[config.mk]
export PLATFORM = sky130hd
export DESIGN_NAME = instr_fetch_unit
export DESIGN_NICKNAME = d
export VERILOG_FILES = /design/src/rtl/fetch_pkg.sv /design/src/rtl/instr_fetch_unit_next_pc_calc.sv /design/src/rtl/instr_fetch_unit.sv
export SDC_FILE = /design/constraint.sdc
export NUM_CORES = 1
export LEC_CHECK = 0
export CAP_MARGIN = 10
export CELL_PAD_IN_SITES_DETAIL_PLACEMENT = 2
export CELL_PAD_IN_SITES_GLOBAL_PLACEMENT = 2
export CORE_MARGIN = 4
export CORE_UTILIZATION = 23
export DETAILED_ROUTE_END_ITERATION = 8
export GPL_TIMING_DRIVEN = 0
export PLACE_DENSITY_LB_ADDON = 0.2
export RECOVER_POWER = 50
export SETUP_SLACK_MARGIN = 0.05
export SYNTH_ARGS = -nofsm -noshare
export SYNTH_HDL_FRONTEND = slang
export SYNTH_SLANG_ARGS = --single-unit
[constraint.sdc]
create_clock -name clk -period 3.6 [get_ports clk]
set_input_delay 0.9 -clock clk [delete_from_list [all_inputs] [get_ports clk]]
set_output_delay 0.9 -clock clk [all_outputs]
set_load 0.02 [all_outputs]
[src/rtl/fetch_pkg.sv]
// ---------------------------------------------------------------------------
// fetch_pkg
// Definitions shared by the instruction fetch unit and its next-PC calculator:
// the fetch FSM state encoding, the PC increment, and the MIPS instruction
// bitfield positions used for jump and branch targets.
// ---------------------------------------------------------------------------
package fetch_pkg;

    typedef enum logic [1:0] {
        ST_REQ   = 2'd0,
        ST_ISSUE = 2'd1,
        ST_TRAP  = 2'd2
    } fetch_state_e;

    localparam int unsigned PC_STEP = 4;

    // MIPS instruction word fields
    localparam int OPCODE_MSB = 31;
    localparam int OPCODE_LSB = 26;
    localparam int JIDX_MSB   = 25;
    localparam int JIDX_LSB   = 0;
    localparam int IMM_MSB    = 15;
    localparam int IMM_LSB    = 0;
    localparam int IMM_W      = IMM_MSB - IMM_LSB + 1;

endpackage : fetch_pkg

[src/rtl/instr_fetch_unit_next_pc_calc.sv]
// ---------------------------------------------------------------------------
// next_pc_calc
// Purely combinational next-PC selection for the fetch unit.
// Priority: register jump > absolute jump > relative branch > sequential.
//
// Ports:
//   pc_plus4   in   ADDR_W  address following the current instruction
//   instr      in   32      current instruction word (jump index / immediate)
//   dobranch   in   1       relative branch taken
//   dojump     in   1       absolute jump (j/jal)
//   dojumpreg  in   1       jump to register (jr)
//   rs_value   in   32      register operand, jr target
//   next_pc    out  ADDR_W  selected next program counter
// ---------------------------------------------------------------------------
module next_pc_calc
    import fetch_pkg::*;
#(
    parameter int ADDR_W = 32
) (
    input  logic [ADDR_W-1:0] pc_plus4,
    input  logic [31:0]       instr,
    input  logic              dobranch,
    input  logic              dojump,
    input  logic              dojumpreg,
    input  logic [31:0]       rs_value,
    output logic [ADDR_W-1:0] next_pc
);

    logic [ADDR_W-1:0] jump_target;
    logic [ADDR_W-1:0] br_offset;
    logic [ADDR_W-1:0] br_target;

    always_comb begin
        // Jump keeps the top nibble of the sequential address (region select).
        jump_target = {pc_plus4[ADDR_W-1:28], instr[JIDX_MSB:JIDX_LSB], 2'b00};
        // Word offset sign-extended to byte offset; the sum wraps naturally.
        br_offset   = {{(ADDR_W-IMM_W-2){instr[IMM_MSB]}}, instr[IMM_MSB:IMM_LSB], 2'b00};
        br_target   = pc_plus4 + br_offset;

        if (dojumpreg) begin
            next_pc = rs_value[ADDR_W-1:0];
        end else if (dojump) begin
            next_pc = jump_target;
        end else if (dobranch) begin
            next_pc = br_target;
        end else begin
            next_pc = pc_plus4;
        end
    end

endmodule : next_pc_calc

[src/rtl/instr_fetch_unit.sv]
// ---------------------------------------------------------------------------
// instr_fetch_unit
// Owns the program counter, fetches one instruction word at a time over a
// level request / valid response memory port, holds the word for the decoder
// until the datapath retires it, then steps to the next PC.
//
// Optional feature macro: FETCH_MISALIGN_TRAP_EN
//   Adds output fetch_trap and a TRAP state entered when a retired
//   instruction produces a next PC with bits [1:0] != 0. Left only by reset.
//
// Ports:
//   clk, reset            core clock, synchronous active-high reset
//   imem_req/imem_addr    fetch request (level) and byte address (= pc)
//   imem_rdata/imem_valid returned instruction word and its strobe
//   instr/instr_valid     held instruction word to the decoder
//   advance               datapath retires instr this cycle
//   dobranch/dojump/dojumpreg, rs_value  next-PC controls from the decoder
//   pc, pc_plus4          address of held instruction and its link value
//   fetch_trap            (FETCH_MISALIGN_TRAP_EN only) misaligned target trap
//   retired_cnt           count of retired instructions (wraps)
// ---------------------------------------------------------------------------
module instr_fetch_unit
    import fetch_pkg::*;
#(
    parameter int                ADDR_W   = 32,
    parameter logic [ADDR_W-1:0] RESET_PC = '0
) (
    input  logic              clk,
    input  logic              reset,
    output logic              imem_req,
    output logic [ADDR_W-1:0] imem_addr,
    input  logic [31:0]       imem_rdata,
    input  logic              imem_valid,
    output logic [31:0]       instr,
    output logic              instr_valid,
    input  logic              advance,
    input  logic              dobranch,
    input  logic              dojump,
    input  logic              dojumpreg,
    input  logic [31:0]       rs_value,
    output logic [ADDR_W-1:0] pc,
    output logic [ADDR_W-1:0] pc_plus4,
`ifdef FETCH_MISALIGN_TRAP_EN
    output logic              fetch_trap,
`endif
    output logic [31:0]       retired_cnt
);

    fetch_state_e      state_q, state_d;
    logic [ADDR_W-1:0] pc_q, pc_d;
    logic [31:0]       instr_q, instr_d;
    logic [31:0]       retired_cnt_q, retired_cnt_d;
    logic              imem_req_q, imem_req_d;
    logic              instr_valid_q, instr_valid_d;
    logic              fetch_trap_q, fetch_trap_d;
    logic [ADDR_W-1:0] next_pc;

    assign pc_plus4 = pc_q + ADDR_W'(PC_STEP);

    next_pc_calc #(
        .ADDR_W (ADDR_W)
    ) u_next_pc_calc (
        .pc_plus4  (pc_plus4),
        .instr     (instr_q),
        .dobranch  (dobranch),
        .dojump    (dojump),
        .dojumpreg (dojumpreg),
        .rs_value  (rs_value),
        .next_pc   (next_pc)
    );

    always_comb begin
        state_d       = state_q;
        pc_d          = pc_q;
        instr_d       = instr_q;
        retired_cnt_d = retired_cnt_q;
        imem_req_d    = imem_req_q;
        instr_valid_d = instr_valid_q;
        fetch_trap_d  = fetch_trap_q;

        case (state_q)
            ST_REQ: begin
                // A response only counts once the request is actually visible
                // on the port; the first REQ cycle after reset has it low.
                if (imem_req_q && imem_valid) begin
                    instr_d       = imem_rdata;
                    state_d       = ST_ISSUE;
                    imem_req_d    = 1'b0;
                    instr_valid_d = 1'b1;
                end else begin
                    imem_req_d    = 1'b1;
                end
            end
            ST_ISSUE: begin
                if (advance) begin
                    pc_d          = next_pc;
                    retired_cnt_d = retired_cnt_q + 32'd1;
                    instr_valid_d = 1'b0;
`ifdef FETCH_MISALIGN_TRAP_EN
                    if (next_pc[1:0] != 2'b00) begin
                        state_d      = ST_TRAP;
                        fetch_trap_d = 1'b1;
                        imem_req_d   = 1'b0;
                    end else begin
                        state_d      = ST_REQ;
                        imem_req_d   = 1'b1;
                    end
`else
                    state_d       = ST_REQ;
                    imem_req_d    = 1'b1;
`endif
                end
            end
`ifdef FETCH_MISALIGN_TRAP_EN
            ST_TRAP: begin
                fetch_trap_d = 1'b1;
                imem_req_d   = 1'b0;
            end
`endif
            default: begin
                state_d       = ST_REQ;
                imem_req_d    = 1'b0;
                instr_valid_d = 1'b0;
            end
        endcase
    end

    always_ff @(posedge clk) begin
        if (reset) begin
            state_q       <= ST_REQ;
            pc_q          <= RESET_PC;
            instr_q       <= 32'h0;
            retired_cnt_q <= 32'h0;
            imem_req_q    <= 1'b0;
            instr_valid_q <= 1'b0;
            fetch_trap_q  <= 1'b0;
        end else begin
            state_q       <= state_d;
            pc_q          <= pc_d;
            instr_q       <= instr_d;
            retired_cnt_q <= retired_cnt_d;
            imem_req_q    <= imem_req_d;
            instr_valid_q <= instr_valid_d;
            fetch_trap_q  <= fetch_trap_d;
        end
    end

    assign imem_req    = imem_req_q;
    assign imem_addr   = pc_q;
    assign instr       = instr_q;
    assign instr_valid = instr_valid_q;
    assign pc          = pc_q;
    assign retired_cnt = retired_cnt_q;
`ifdef FETCH_MISALIGN_TRAP_EN
    assign fetch_trap  = fetch_trap_q;
`else
    logic unused_trap;
    assign unused_trap = fetch_trap_q;
`endif

endmodule : instr_fetch_unit

==> results.cfg, run 1 <==
[critical_path]
startpoint = imem_addr[4]
critical_path.cell_chain = and4_4, and2_4, nand3_1, xnor2_2, ha_4, a21oi_1, o21ai_1, or3_4, o211ai_4, a211oi_4, o41a_1, xor2_2, a21o_1, a31o_1
reg2reg_to = imem_addr[31]
reg2reg_setup_slack_ns = -0.004
worstSetupEndpointType = flip-flop
cp.arrival_ns = 3.87
crit_cells = 14
path_buf_inv = 0
timing.rr.start = imem_addr[4]
crit_type = flip-flop to flip-flop
r2r_cells = 14
worst_path_largest_cell_delay_ns = 0.39
path_max_fanout = 5
critPathRequiredTime_ns = 3.87
critical_path.top_delay_family = compound AO/OA/AOI/OAI gates
start_kind = flip-flop
crit_slowest_cell = or3_4
crit_end = imem_addr[31]

[status]
violations = negative setup slack
outcome = complete, but fails checks

[global_route]
grt_pass1_wl_mm = 54.5
track_usage_pct = 21.6
grt_max_degree = 21
antenna_found_initial = 4
grt-ovfl-total = 0
grt_pass1_vias = 8619

[die]
num_io_pins = 233
fp.dieH_um = 180
core_area_um2 = 28900
start_util_pct = 23.5
die_area_um2 = 32200
rows = 62
die_w_um = 180

[timing]
fmax_mhz = 277
setup_slack_ns = -0.00434
period_share_pct = 100
fin_crit_ns = 3.60
hold_viol_final = 0
slew_headroom_pct = 34.4
finalSetupViolations = 1
worst_clock_skew_ns = 0.0133
slew_violations = 0
worst-slew-pin-transition_ns = 0.984
rsz0062_at_grt = yes

[detailed_routing]
wirelength_mm = 36.0
wl_per_cell_um = 22.8
final_antenna_net_count = 0
firstDrtPassIters = 5
avgViaCountPerCell = 5.00
drtIter0Drc = 320
vias = 7883
drcViolationCount = 0

[yosys]
syn_inst = 891
synth_edf_count = 0
avgSynthCellArea_um2 = 7.60
ys_seq_area_share_pct = 29.0
ys_types = 69
synth_seq_cells = 98
synth-main-ff-cell = dfxtp_1
ys_warn_count = 0
synthesis.nets = 1000
async_reset_ff_share_pct = 0
syn_area_um2 = 6770

[power_and_ir_drop]
total_leakage_power_nw = 4.56
p_per_area_nw_per_um2 = 264
ir_drop_v = 0.000180

[cells_and_area]
layout.cells.most_common = clkdlybuf4s50_1
drive_gt1_share_pct = 18.1
final_cell_mix = clkdlybuf4s50_1 (142), nand2_1 (140), nor2_1 (85)
nets = 1296
utilization_pct = 38.2
antenna_cells = 0
syn2layout_area_growth_pct = 63.0

[min_path]
hold_class = flip-flop to flip-flop

[job]
maxCapViolCount = 0

[clock_network]
clk_pin_slew_worst_paths_ns = 0.09
clockBufferDepth = 2
cts_tree = yes
insertion_delay_ns = 0.37
cts_sinks = 98
cts_max_level = 3
root_buffer = clkbuf_16
cts_buffers = 9

[placed_design]
place_congestion = 0.839
dp_hpwl_mm = 27.3
preCtsSetupSlack_ns = -0.503
numPortBuffers = 232
-- tightest hold or removal path: cells and delay by family (launching register included) --
kind | cells | cell delay [ns]
flops | 1 | 0.32
simple gates | 1 | 0.05
compound gates | 1 | 0.05
-- Yosys cell counts, types with 3 or more instances --
cell / n / area, um2
mux2i_1: 6 / 60.1
inv_1: 8 / 30.0
a31oi_1: 6 / 37.5
buf_4: 34 / 255
nand2b_1: 6 / 37.5
nand3_1: 30 / 150
nor2b_1: 4 / 25.0
o21ai_1: 5 / 25.0
and4_1: 6 / 52.6
a221oi_1: 4 / 35.0
o211ai_1: 15 / 113
o21ai_0: 31 / 155
a211oi_1: 14 / 105
nor4_1: 3 / 18.8
and2_1: 6 / 37.5
a21oi_1: 86 / 430
nand4_1: 16 / 100
ha_1: 37 / 463
dfxtp_1: 98 / 1960
o21bai_1: 4 / 30.0
o22ai_1: 4 / 25.0
a311oi_1: 4 / 35.0
nor2_1: 89 / 334
nand2_1: 143 / 537
a311o_1: 3 / 30.0
o21a_1: 6 / 45.0
xnor2_1: 40 / 350
buf_1: 8 / 30.0
xor2_1: 34 / 298
and3_1: 21 / 131
a21o_1: 20 / 150
o31ai_1: 4 / 30.0
clkbuf_1: 33 / 124
nor3_1: 12 / 60.1
or3_1: 8 / 50.1
-- registers in the layout, indices dropped and copies added (netlist names) --
signal,flops
instr_valid,1
imem_addr,32
imem_req,1
instr,32
retired_cnt,32
-- cell families after synthesis --
kind of cell	after synthesis	share of synthesized area [%]
xor+xnor	74	9.57
flops	98	29.0
mux	8	1.22
compound gates	231	21.8
simple gates	357	24.6
fa+ha+maj	38	7.13
buf+inv	85	6.62
-- what timing repair did --
action / CTS / global route
endpoints found under the setup margin: 31 / 34
pin swaps: 33 / 28
cloned: 0 / 0
setup buffers: 34 / 19
hold buffers: 0 / 0
resized for setup: 59 / 46
-- metal layers --
layer	global-route usage, %	part of all wire [%]
met1	28.0	45
met3	5.32	5.2
met4	3.72	1.1
met2	37.0	48
met5	0	0.16
-- power by group --
| part | internal (W) | switching [W] | leakage (nW) |
|---|---|---|---|
| clock network | 0.000500 | 0.000573 | 0.151 |
| registers | 0.00111 | 0.0000495 | 0.808 |
| logic | 0.000306 | 0.000378 | 3.60 |
| total | 0.00191 | 0.00100 | 4.56 |
-- through the flow --
step | instance area, um2 | cells | power, W | TNS [ns] | hold WS [ns]
global placement | 9920 | 1507 | 0.00182 | -5.05 | 0.443
floorplan | 7120 | 891 | 0.00150 | 0 | 0.514
detailed placement | 9950 | 1509 | 0.00183 | -6.40 | 0.455
finish | 11000 | 1576 | 0.00291 | -0.00434 | 0.459
global route | 11000 | 1576 | 0.00303 | -0.365 | 0.483
CTS | 10700 | 1558 | 0.00294 | -0.0361 | 0.469
-- worst min-delay path by stage --
stage / end / depth (start not counted) / startpoint / slack, ns
after floorplan: imem_addr[4] / 2 / imem_addr[4] / 0.51
after global placement: instr[29] / 2 / instr[29] / 0.44
after detailed placement: instr[28] / 2 / instr[28] / 0.45
after CTS: instr[29] / 2 / instr[29] / 0.47
after global routing: instr[30] / 2 / instr[30] / 0.48
final: instr[29] / 2 / instr[29] / 0.46
-- layout make-up --
type | instances | area, um2
buffer | 75 | 422
clock buffer | 9 | 225
clock inverter | 7 | 76.3
fill | 3260 | 17800
inverter | 9 | 33.8
multi-input combinational | 708 | 5010
sequential | 98 | 2030
tap | 384 | 480
timing repair buffer | 286 | 2760
Note: power is estimated with default switching activity, not from simulation.
==> run 2: changes to the inputs <==
CAP_MARGIN = 0   (was 10)
==> run 2 against run 1 <==
  * The flow still finishes with violations (negative setup slack)
  * Register-to-register slack worse by 0.02 ns
  * Wire length is 0.56% higher
  * Global-route usage about the same
  * Largest power group unchanged
  * Power shrank 0.45%
  * Clock power barely moved
  * Count of clock-buffer cells in the layout did not move
  * Sequential share of layout area about the same
  * Largest cell class unchanged
  * Combinational power hardly changed
  * Worst setup slack worse by 0.022 ns
  * Cell area barely moved
  * Worst hold slack lost 0.00058 ns
==> results.cfg, run 2 (synthesis results as in run 1) <==
[status]
outcome = complete, but fails checks
violations = negative setup slack

[die]
fp.dieH_um = 180
core_area_um2 = 28900
num_io_pins = 233
die_w_um = 180
die_area_um2 = 32200
rows = 62
start_util_pct = 23.5

[detailed_routing]
avgViaCountPerCell = 5.06
drtIter0Drc = 361
final_antenna_net_count = 0
wirelength_mm = 36.2
wl_per_cell_um = 23.0
drcViolationCount = 0
vias = 7955
firstDrtPassIters = 6

[global_route]
grt_max_degree = 24
track_usage_pct = 21.6
grt_pass1_vias = 8643
antenna_found_initial = 5
grt-ovfl-total = 0
grt_pass1_wl_mm = 54.2

[timing]
finalSetupViolations = 2
fmax_mhz = 276
fin_setup_tns_ns = -0.0528
slew_violations = 0
worst_clock_skew_ns = 0.0129
slew_headroom_pct = 35.3
worst-slew-pin-transition_ns = 0.971
period_share_pct = 101
rsz0062_at_grt = yes
fin_crit_ns = 3.63
hold_viol_final = 0
setup_slack_ns = -0.0265

[job]
maxCapViolCount = 0

[placed_design]
dp_cells = 1507
placedInstanceArea_um2 = 9920
dp_hpwl_mm = 27.1
preCtsSetupSlack_ns = -0.518
numPortBuffers = 232
place_congestion = 0.839

[min_path]
hold_class = flip-flop to flip-flop

[power_and_ir_drop]
p_per_area_nw_per_um2 = 263
ir_drop_v = 0.000195
total_leakage_power_nw = 4.54

[clock_network]
insertion_delay_ns = 0.37
clk_pin_slew_worst_paths_ns = 0.09
cts_buffers = 9
root_buffer = clkbuf_16
cts_sinks = 98
cts_tree = yes
cts_max_level = 3
clockBufferDepth = 2

[cells_and_area]
fin_area_um2 = 11000
drive_gt1_share_pct = 18.1
antenna_cells = 0
final_cell_mix = clkdlybuf4s50_1 (151), nand2_1 (139), nor2_1 (86)
fillCellCount = 3250
nets = 1292
layout.cells.most_common = clkdlybuf4s50_1
syn2layout_area_growth_pct = 62.9
fin_cells = 1572

[critical_path]
start_kind = flip-flop
critPathRequiredTime_ns = 3.87
worstSetupEndpointType = flip-flop
cp.arrival_ns = 3.89
crit_slowest_cell = or3_4
path_buf_inv = 0
crit_type = flip-flop to flip-flop
critical_path.cell_chain = and4_4, and2_4, nand3_1, xnor2_2, ha_4, a21oi_1, o21ai_1, or3_4, o211ai_4, a211oi_2, o41a_1, xor2_1, a21o_1, a31o_1
path_max_fanout = 5
worst_path_largest_cell_delay_ns = 0.39
critical_path.top_delay_family = compound AO/OA/AOI/OAI gates
==> run 2: changes by cell type in the layout (fill, tap and decap cells not counted), sizes merged <==
| cell | change |
|---|---|
| clkdlybuf4s50 | +9 |
| dlygate4sd3 | -9 |
| buf | -5 |
| clkbuf | +1 |
| dlygate4sd2 | -1 |
| dlymetal6s2s | +1 |
==> run 2: cell type report <==
| cell class | instances | area [um2] | area share (%) |
|---|---|---|---|
| Inverter | 9 | 33.8 | 0.306 |
| Multi-Input combinational cell | 708 | 5050 | 45.8 |
| Timing Repair Buffer | 282 | 2710 | 24.6 |
| Clock buffer | 9 | 225 | 2.04 |
| Tap cell | 384 | 480 | 4.36 |
| Buffer | 75 | 423 | 3.84 |
| Sequential cell | 98 | 2030 | 18.4 |
| Clock inverter | 7 | 76.3 | 0.692 |
==> run 2: path summary, 6_finish.rpt <==
kind	from	to	slack [ns]	cells past startpoint
worst min-delay path	instr[29]	instr[29]	0.46	2
worst min register to register	instr[29]	instr[29]	0.46	2
worst max register to register	imem_addr[4]	imem_addr[31]	-0.03	14
worst max-delay path	imem_addr[4]	imem_addr[31]	-0.03	14
==> run 2: stage by stage <==
step                hold slack [ns]  util [%]  power, W
global route                  0.482      38.2   0.00303
CTS                           0.468      36.9   0.00293
floorplan                     0.514         -   0.00150
global placement              0.443      34.4   0.00182
finish                        0.458      38.2   0.00290
detailed placement            0.454      34.4   0.00183
==> run 2: tightest hold or removal path: stages (launching register included) <==
cell and delay, ns:
dfxtp_1 0.31, nand2_1 0.05, a21oi_1 0.05
==> run 2: timing repair <==
| item | CTS | global route |
|---|---|---|
| endpoints found under the setup margin | 30 | 33 |
| setup buffers | 31 | 19 |
| pin swaps | 22 | 32 |
| gates resized for setup | 56 | 52 |
| hold buffers | 0 | 0 |
==> run 2: power by group <==
group          internal (W)  total [W]  leakage, nW  switching [W]
combinational      0.000303   0.000684         3.58       0.000381
clock              0.000499    0.00106        0.151       0.000558
sequential          0.00111    0.00116        0.808      0.0000527
total               0.00191    0.00290         4.54       0.000991
==> run 2: per-layer routing <==
metal | vias to the layer above | part of all wire [%] | GRT usage (%)
met1 | 3966 | 44 | 27.8
met2 | 213 | 48 | 36.9
met4 | 10 | 1.7 | 4.27
met5 | - | 0.18 | 0
met3 | 45 | 6.2 | 5.48
li1 | 3721 | - | -
